### src/rtl/regfile_write_scheduler_pkg.sv
// -----------------------------------------------------------------------------
// regfile_sched_pkg
// Shared types for the register-file write scheduler:
//   wr_req_t      - one queued register write (destination + data)
//   sched_state_e - run / drain sequencing states
//   PC_REG        - r15, never written through the scheduler
//   addr_legal()  - true for destinations the scheduler may write
// -----------------------------------------------------------------------------
package regfile_sched_pkg;

  localparam logic [4:0] PC_REG = 5'd15;

  typedef struct packed {
    logic [4:0]  addr;
    logic [31:0] data;
  } wr_req_t;

  typedef enum logic [1:0] {
    RUN   = 2'd0,
    DRAIN = 2'd1,
    DONE  = 2'd2,
    WAIT  = 2'd3
  } sched_state_e;

  // Anything at or above the PC register (including 16..31) is dropped.
  function automatic logic addr_legal(input logic [4:0] addr);
    return (addr < PC_REG);
  endfunction

endpackage

### src/rtl/regfile_write_scheduler_chk.sv
// -----------------------------------------------------------------------------
// regfile_write_scheduler_chk
// Protocol checker: a requester must not enqueue a register that is still
// busy because of the other requester (cross-requester WAW is not ordered).
// Ports: clk, rst, the two legal-push strobes with their addresses, and the
// busy contribution of each requester (its FIFO plus the port if it issued).
// -----------------------------------------------------------------------------
module regfile_write_scheduler_chk #(
  parameter int NREG = 16
) (
  input logic            clk,
  input logic            rst,
  input logic            alu_push,
  input logic [4:0]      alu_addr,
  input logic            lsu_push,
  input logic [4:0]      lsu_addr,
  input logic [NREG-1:0] alu_side,
  input logic [NREG-1:0] lsu_side
);

  localparam logic [NREG-1:0] ONE = {{(NREG-1){1'b0}}, 1'b1};

  a_alu_no_cross_waw: assert property (@(posedge clk) disable iff (!rst)
    alu_push |-> ((lsu_side & (ONE << alu_addr)) == {NREG{1'b0}}));

  a_lsu_no_cross_waw: assert property (@(posedge clk) disable iff (!rst)
    lsu_push |-> ((alu_side & (ONE << lsu_addr)) == {NREG{1'b0}}));

endmodule

### src/rtl/regfile_write_scheduler_wr_fifo.sv
// -----------------------------------------------------------------------------
// wr_fifo
// Small synchronous FIFO of register writes. The raw storage and a per-slot
// valid vector are exported so the owner can build a busy mask.
// Ports:
//   clk, rst      clock, synchronous active-low reset (empties the FIFO)
//   push/push_data  enqueue (caller guarantees !full or simultaneous pop)
//   pop             dequeue head
//   full, empty     occupancy flags
//   head            oldest entry
//   entries         storage array, entry_valid marks occupied slots
// -----------------------------------------------------------------------------
module wr_fifo
  import regfile_sched_pkg::*;
#(
  parameter int DEPTH = 2
) (
  input  logic             clk,
  input  logic             rst,
  input  logic             push,
  input  wr_req_t          push_data,
  input  logic             pop,
  output logic             full,
  output logic             empty,
  output wr_req_t          head,
  output wr_req_t          entries [DEPTH],
  output logic [DEPTH-1:0] entry_valid
);

  localparam int AW = $clog2(DEPTH);

  wr_req_t       mem [DEPTH];
  logic [AW-1:0] rd_ptr;
  logic [AW-1:0] wr_ptr;
  logic [AW:0]   count;

  assign full    = (count == (AW+1)'(DEPTH));
  assign empty   = (count == {(AW+1){1'b0}});
  assign head    = mem[rd_ptr];
  assign entries = mem;

  // Pointer and occupancy tracking.
  always_ff @(posedge clk) begin
    if (!rst) begin
      rd_ptr <= {AW{1'b0}};
      wr_ptr <= {AW{1'b0}};
      count  <= {(AW+1){1'b0}};
    end else begin
      if (push) wr_ptr <= wr_ptr + AW'(1);
      if (pop)  rd_ptr <= rd_ptr + AW'(1);
      case ({push, pop})
        2'b10:   count <= count + (AW+1)'(1);
        2'b01:   count <= count - (AW+1)'(1);
        default: count <= count;
      endcase
    end
  end

  // Storage needs no reset: slots are only observed through entry_valid.
  always_ff @(posedge clk) begin
    if (push) mem[wr_ptr] <= push_data;
  end

  // A slot is live when its distance from the read pointer is below count.
  always_comb begin
    entry_valid = {DEPTH{1'b0}};
    for (int i = 0; i < DEPTH; i++) begin
      entry_valid[i] = ({1'b0, AW'(i) - rd_ptr} < count);
    end
  end

endmodule

### src/rtl/regfile_write_scheduler.sv
// -----------------------------------------------------------------------------
// regfile_write_scheduler
// Shares the single register-file write port between ALU and LSU writeback.
// Each requester has a DEPTH-entry FIFO; a round-robin arbiter issues at most
// one registered write per cycle. Also exports a busy mask and a drain
// handshake (drain_req level in, drain_done pulse out).
// Ports:
//   clk, rst                      clock, synchronous active-low reset
//   alu_valid/ready/addr/data     ALU write request
//   lsu_valid/ready/addr/data     LSU write request
//   rf_hold                       suppress issue this cycle
//   drain_req, drain_done         drain handshake
//   rf_we, rf_a3, rf_wd3          register-file write port (registered)
//   busy_mask                     registers with a write queued or on the port
//   drop_cnt                      saturating count of illegal (>=r15) requests
// Optional build macro RFSCHED_DBG_PORT_EN adds an unbuffered debug requester
// (dbg_valid/dbg_ready/dbg_addr/dbg_data) with top priority.
// -----------------------------------------------------------------------------
module regfile_write_scheduler
  import regfile_sched_pkg::*;
#(
  parameter int DEPTH = 2,
  parameter int NREG  = 16
) (
  input  logic            clk,
  input  logic            rst,
  input  logic            alu_valid,
  output logic            alu_ready,
  input  logic [4:0]      alu_addr,
  input  logic [31:0]     alu_data,
  input  logic            lsu_valid,
  output logic            lsu_ready,
  input  logic [4:0]      lsu_addr,
  input  logic [31:0]     lsu_data,
  input  logic            rf_hold,
  input  logic            drain_req,
  output logic            drain_done,
`ifdef RFSCHED_DBG_PORT_EN
  input  logic            dbg_valid,
  output logic            dbg_ready,
  input  logic [4:0]      dbg_addr,
  input  logic [31:0]     dbg_data,
`endif
  output logic            rf_we,
  output logic [4:0]      rf_a3,
  output logic [31:0]     rf_wd3,
  output logic [NREG-1:0] busy_mask,
  output logic [7:0]      drop_cnt
);

  sched_state_e     state, state_next;
  logic             full_a, empty_a, full_l, empty_l;
  wr_req_t          head_a, head_l, issue_req, dbg_req;
  wr_req_t          ent_a [DEPTH];
  wr_req_t          ent_l [DEPTH];
  logic [DEPTH-1:0] val_a, val_l;
  logic             fire_a, fire_l, push_a, push_l, drop_a, drop_l, drop_dbg;
  logic             grant_a, grant_l, grant_dbg, issue;
  logic             rr_lsu;      // 1: LSU wins the next tie
  logic             issued_alu, issued_lsu;
  logic [NREG-1:0]  mask_a, mask_l, mask_port;
  logic [9:0]       drop_sum;

  // Ready is a function of registered state only, so it is settled before the
  // edge even when the same edge pops the FIFO.
  assign alu_ready = rst && (state == RUN) && !full_a;
  assign lsu_ready = rst && (state == RUN) && !full_l;
  assign fire_a    = alu_valid && alu_ready;
  assign fire_l    = lsu_valid && lsu_ready;
  assign push_a    = fire_a && addr_legal(alu_addr);
  assign push_l    = fire_l && addr_legal(lsu_addr);
  assign drop_a    = fire_a && !addr_legal(alu_addr);
  assign drop_l    = fire_l && !addr_legal(lsu_addr);

`ifdef RFSCHED_DBG_PORT_EN
  assign dbg_ready = !rf_hold;
  assign grant_dbg = dbg_valid && dbg_ready && addr_legal(dbg_addr);
  assign drop_dbg  = dbg_valid && dbg_ready && !addr_legal(dbg_addr);
  assign dbg_req   = '{addr: dbg_addr, data: dbg_data};
`else
  assign grant_dbg = 1'b0;
  assign drop_dbg  = 1'b0;
  assign dbg_req   = '{addr: 5'd0, data: 32'd0};
`endif

  wr_fifo #(.DEPTH(DEPTH)) u_fifo_alu (
    .clk(clk), .rst(rst), .push(push_a), .push_data('{addr: alu_addr, data: alu_data}),
    .pop(grant_a), .full(full_a), .empty(empty_a), .head(head_a),
    .entries(ent_a), .entry_valid(val_a)
  );

  wr_fifo #(.DEPTH(DEPTH)) u_fifo_lsu (
    .clk(clk), .rst(rst), .push(push_l), .push_data('{addr: lsu_addr, data: lsu_data}),
    .pop(grant_l), .full(full_l), .empty(empty_l), .head(head_l),
    .entries(ent_l), .entry_valid(val_l)
  );

  // Arbitration: debug (if present) first, then round-robin between FIFO heads.
  always_comb begin
    grant_a = 1'b0;
    grant_l = 1'b0;
    if (rf_hold || grant_dbg) begin
      grant_a = 1'b0;
      grant_l = 1'b0;
    end else if (!empty_a && (empty_l || !rr_lsu)) begin
      grant_a = 1'b1;
    end else if (!empty_l) begin
      grant_l = 1'b1;
    end else begin
      grant_l = 1'b0;
    end
    if (grant_dbg)    issue_req = dbg_req;
    else if (grant_l) issue_req = head_l;
    else              issue_req = head_a;
  end

  assign issue    = grant_dbg || grant_a || grant_l;
  assign drop_sum = {2'b00, drop_cnt} + {9'd0, drop_a} + {9'd0, drop_l} + {9'd0, drop_dbg};

  // Busy contributions: each FIFO's live entries, plus the write on the port.
  always_comb begin
    mask_a    = {NREG{1'b0}};
    mask_l    = {NREG{1'b0}};
    mask_port = {NREG{1'b0}};
    for (int r = 0; r < NREG; r++) begin
      for (int i = 0; i < DEPTH; i++) begin
        mask_a[r] = mask_a[r] | (val_a[i] && (ent_a[i].addr == 5'(r)));
        mask_l[r] = mask_l[r] | (val_l[i] && (ent_l[i].addr == 5'(r)));
      end
      mask_port[r] = rf_we && (rf_a3 == 5'(r));
    end
  end

  assign busy_mask = mask_a | mask_l | mask_port;

  // Drain sequencing.
  always_comb begin
    state_next = state;
    case (state)
      RUN:     if (drain_req) state_next = DRAIN; else state_next = RUN;
      DRAIN:   if (empty_a && empty_l && !rf_we) state_next = DONE; else state_next = DRAIN;
      DONE:    if (drain_req) state_next = WAIT; else state_next = RUN;
      WAIT:    if (!drain_req) state_next = RUN; else state_next = WAIT;
      default: state_next = RUN;
    endcase
  end

  assign drain_done = (state == DONE);

  // Write port, arbiter pointer, drop counter and FSM state.
  always_ff @(posedge clk) begin
    if (!rst) begin
      state      <= RUN;
      rf_we      <= 1'b0;
      rf_a3      <= 5'd0;
      rf_wd3     <= 32'd0;
      drop_cnt   <= 8'd0;
      rr_lsu     <= 1'b0;
      issued_alu <= 1'b0;
      issued_lsu <= 1'b0;
    end else begin
      state      <= state_next;
      rf_we      <= issue;
      issued_alu <= grant_a;
      issued_lsu <= grant_l;
      drop_cnt   <= (drop_sum > 10'd255) ? 8'd255 : drop_sum[7:0];
      if (issue) begin
        rf_a3  <= issue_req.addr;
        rf_wd3 <= issue_req.data;
      end
      // Pointer moves away from whichever FIFO just won.
      if (grant_a)      rr_lsu <= 1'b1;
      else if (grant_l) rr_lsu <= 1'b0;
    end
  end

  regfile_write_scheduler_chk #(.NREG(NREG)) u_chk (
    .clk(clk), .rst(rst),
    .alu_push(push_a), .alu_addr(alu_addr),
    .lsu_push(push_l), .lsu_addr(lsu_addr),
    .alu_side(mask_a | (mask_port & {NREG{issued_alu}})),
    .lsu_side(mask_l | (mask_port & {NREG{issued_lsu}}))
  );

endmodule

### config.mk
export PLATFORM = sky130hd
export DESIGN_NAME = regfile_write_scheduler
export DESIGN_NICKNAME = d
export VERILOG_FILES = /design/src/rtl/regfile_write_scheduler_pkg.sv /design/src/rtl/regfile_write_scheduler_chk.sv /design/src/rtl/regfile_write_scheduler_wr_fifo.sv /design/src/rtl/regfile_write_scheduler.sv
export SDC_FILE = /design/constraint.sdc
export NUM_CORES = 1
export LEC_CHECK = 0
export BUFFER_PORTS_ARGS = -buffer_cell sky130_fd_sc_hd__buf_2
export CAP_MARGIN = 40
export CORE_MARGIN = 2
export CORE_UTILIZATION = 45
export DETAILED_ROUTE_END_ITERATION = 8
export GPL_ROUTABILITY_DRIVEN = 0
export GPL_TIMING_DRIVEN = 0
export PLACE_DENSITY_LB_ADDON = 0.25
export SLEW_MARGIN = 15
export SYNTH_ARGS = -nofsm -noshare
export SYNTH_HDL_FRONTEND = slang
export SYNTH_SLANG_ARGS = --single-unit
export TNS_END_PERCENT = 1
### constraint.sdc
create_clock -name clk -period 3.94 [get_ports clk]
set_input_delay 0.197 -clock clk [delete_from_list [all_inputs] [get_ports clk]]
set_output_delay 0.197 -clock clk [all_outputs]
set_load 0.05 [all_outputs]
==> flow_summary_export.csv <==
group,metric,value,unit
run_status,status,"completed",
yosys,synth_area_leaders,"edfxtp_1 (52%), dfxtp_1 (13%), mux2i_1 (8.6%)",
global_route,grt_max_degree,25,
detailed_routing,drtIter0Drc,490,
sta,final.min_clock_period,2.67,ns
worst_setup_path,max_stage_delay,0.48,ns
worst_setup_path,slowest_stage,"or4_1",
detailed_routing,via_per_inst,5.55,
floorplan,start_util,0.456,
floorplan,dieArea,20000,µm²
clock_network,numCtsBuffers,21,
floorplan,core,18600,µm²
yosys,async_flop_share,0,
worst_setup_path,cp.required,3.74,ns
worst_setup_path,crit_path_end_kind,"output pin",
layout,register_area,5590,µm²
yosys,synth_top_area_frac,0.523,
floorplan,dieHeight,141,µm
detailed_routing,drt_pass1_iterations,5,
placement,dp_hpwl,14800,µm
floorplan,dieWidth,141,µm
yosys,syn_area_per_cell,13.3,µm²
worst_setup_path,cp_num_buf_inv,2,
power_and_ir_drop,leakage,4.12,nW
yosys,synth_nets,723,
worst_setup_path,timing.rr.start,"state[1]",
detailed_routing,drt_wl_total,21900,µm
worst_setup_path,crit_path_start,"u_fifo_alu.rd_ptr",
layout,drive_above_1_share,0.230,
placement,place_area,9640,µm²
worst_setup_path,arrival,2.48,ns
global_route,grt_usage,0.216,
worst_setup_path,start_kind,"flip-flop",
clock_network,clockRootBuffer,"clkbuf_16",
yosys,synth_area_leader_cell,"edfxtp_1",
worst_setup_path,worstSetupPathType,"flip-flop to output pin",
clock_network,cts_tree,"done",
detailed_routing,route.detailed.drc,0,
clock_network,clockBufferDepth,3,
sta,setup_viol,0,
worst_setup_path,path_cells,"clkbuf_1 -> nor2b_1 -> o21ai_0 -> nor3b_1 -> or4_1 -> buf_2",
global_route,antenna_found_initial,1,
clock_network,htreeDepth,1,
sta,rsz0062_at_grt,"false",
sta,hold_violations,0,
sta,worst_pin_slew,0.839,ns
layout,final_area,11100,µm²
detailed_routing,via_count,6307,
hold_path,hold_class,"primary input to flip-flop",
global_route,overflow,0,
floorplan,io_pins,145,
yosys,synth-seq-cells,205,
yosys,syn_area,8500,µm²
yosys,syn_inst,639,
layout,multiInputGateArea,2730,µm²
layout,area_growth,30.0,%
power_and_ir_drop,ir_drop,354,µV
clock_network,clock_latency,0.49,ns
floorplan,rows,50,
sta,fmax,0.374,GHz
yosys,synth_edf_count,148,
placement,portBuffers,144,
global_route,grt_pass1_vias,6461,
yosys,yosysSeqAreaShare,0.657,
yosys,ys_warn_count,0,
clock_network,clock-sinks,205,
layout,fillers,1558,
hold_path,min_from,"rf_hold",
worst_setup_path,path_delay_family,"simple AND/OR/NAND/NOR gates",
clock_network,clk_pin_slew,0.06,ns
sta,relSlewSlack,0.439,
power_and_ir_drop,power,5.50,mW
global_route,grt_pass1_wl,33800,µm
worst_setup_path,cp_max_fo,6,
sta,fin_crit_sh,0.679,
detailed_routing,antenna_left,0,
power_and_ir_drop,power.density,497,nW/µm²
detailed_routing,wl_per_cell,19.3,µm
layout,fin_nets,971,
sta,drv_slew,0,
yosys,synth.distinct_cells,53,
sta,fin_skew,0.0134,ns
yosys,synth_ff_type,"edfxtp_1",
run,maxCapViolCount,0,
[worst register-to-register path: cells and delay by family, from the launching register on]
| family | cells | cell delay (ns) |
|---|---|---|
| flops | 1 | 0.33 |
| buf+inv | 1 | 0.25 |
| simple gates | 3 | 1.44 |
| compound gates | 1 | 0.22 |
[synthesized netlist by cell type, types with 4 or more instances]
cell,n
nand2b_1,4
o21ai_0,12
xnor2_1,6
nand4b_1,5
edfxtp_1,148
clkbuf_1,13
mux2i_1,73
a221o_1,4
nor3b_1,4
buf_2,14
a32o_1,37
dfxtp_1,57
nor2_1,27
or3_1,8
a21oi_1,11
inv_1,12
o211ai_1,8
xor2_1,4
a211o_1,6
nor2b_1,14
nand3_1,14
nor3_1,9
nand2_1,85
o22ai_1,15
nand3b_1,5
[final timing paths]
kind / cells past startpoint / to / slack, ns
worst max-delay path: 6 / busy_mask[4] / 1.27
worst min-delay path: 3 / rr_lsu / 0.05
worst max register to register: 5 / u_fifo_alu.entries[54] / 1.38
worst min register to register: 1 / rf_wd3[2] / 0.46
[cells by family after synthesis]
logic type / after synthesis / share of synthesized area
AO/OA/AOI/OAI: 109 / 0.102
XOR/XNOR: 11 / 0.0122
AND/OR/NAND/NOR: 192 / 0.111
adder cells (fa/ha/maj): 4 / 0.00677
buffers and inverters: 45 / 0.0250
flip-flops: 205 / 0.657
multiplexers: 73 / 0.0860
[state kept, by name, summed over array words and instances, names as in the netlist, 2 cells and up]
signal,cells
rf_a3,5
u_fifo_lsu.count,2
u_fifo_alu.count,2
u_fifo_lsu.entries,74
drop_cnt,8
u_fifo_alu.entries,74
rf_wd3,32
state,2
[layout make-up]
cell class,count,area share
flip-flops and latches,205,0.505
multi-input cells,389,0.247
repair buffers,225,0.144
clock buffers,32,0.0531
well taps,234,0.0265
plain buffers,32,0.0148
clock inverters,5,0.00475
inverters,13,0.00441
diodes,1,0.000226
[power breakdown]
group	total, mW	switching, mW	internal [mW]
clock	1.86	0.769	1.09
sequential	2.53	0.0872	2.44
combinational	1.11	0.725	0.380
[per-stage QoR]
stage / instances / hold WS [ns] / util / setup slack [ns] / setup TNS (ns)
2_1_floorplan: 639 / 0.296 / - / -0.0229 / -1.70
3_3_place_gp: 1017 / 0.384 / 0.510 / -0.633 / -85.62
3_5_place_dp: 1021 / 0.388 / 0.517 / 1.33 / 0
4_1_cts: 1134 / 0.0327 / 0.592 / 1.29 / 0
5_1_grt: 1136 / 0.0574 / 0.593 / 1.07 / 0
6_report: 1136 / 0.0514 / 0.593 / 1.27 / 0
[cells in the final DEF (no fill, tap or decap), types with 3 or more instances in the layout]
master,n
or3_1,8
nand4_1,3
o22ai_1,15
mux2i_1,73
dfxtp_1,57
nand2b_1,4
o21ai_0,12
inv_1,12
clkbuf_16,21
nand2_1,85
buf_2,158
edfxtp_1,148
a32o_1,37
a21oi_1,11
nand4b_1,5
a211o_1,6
a221o_1,4
xnor2_1,6
and3_1,3
clkbuf_1,22
ha_1,3
o211ai_1,8
nor2_4,4
nor3_1,9
buf_6,4
dlygate4sd3_1,76
o32ai_1,3
nand3_1,14
nor3b_1,4
clkinv_2,3
xor2_1,4
nor2_1,23
o21a_1,3
nand3b_1,5
nor2b_1,14
[per-layer routing]
metal / up-vias / part of all wire / global-route usage
met4: 0 / 0.029 / 0.0737
met2: 278 / 0.50 / 0.387
met5: - / 0 / 0
met1: 3031 / 0.40 / 0.263
li1: 2939 / - / -
met3: 59 / 0.070 / 0.0385
[repair_timing]
item / CTS / global route
gates resized for setup: 0 / 0
hold endpoints to repair: 152 / 0
buffers inserted: 0 / 0
hold buffers: 76 / 0
(Power assumes the default switching activity.)
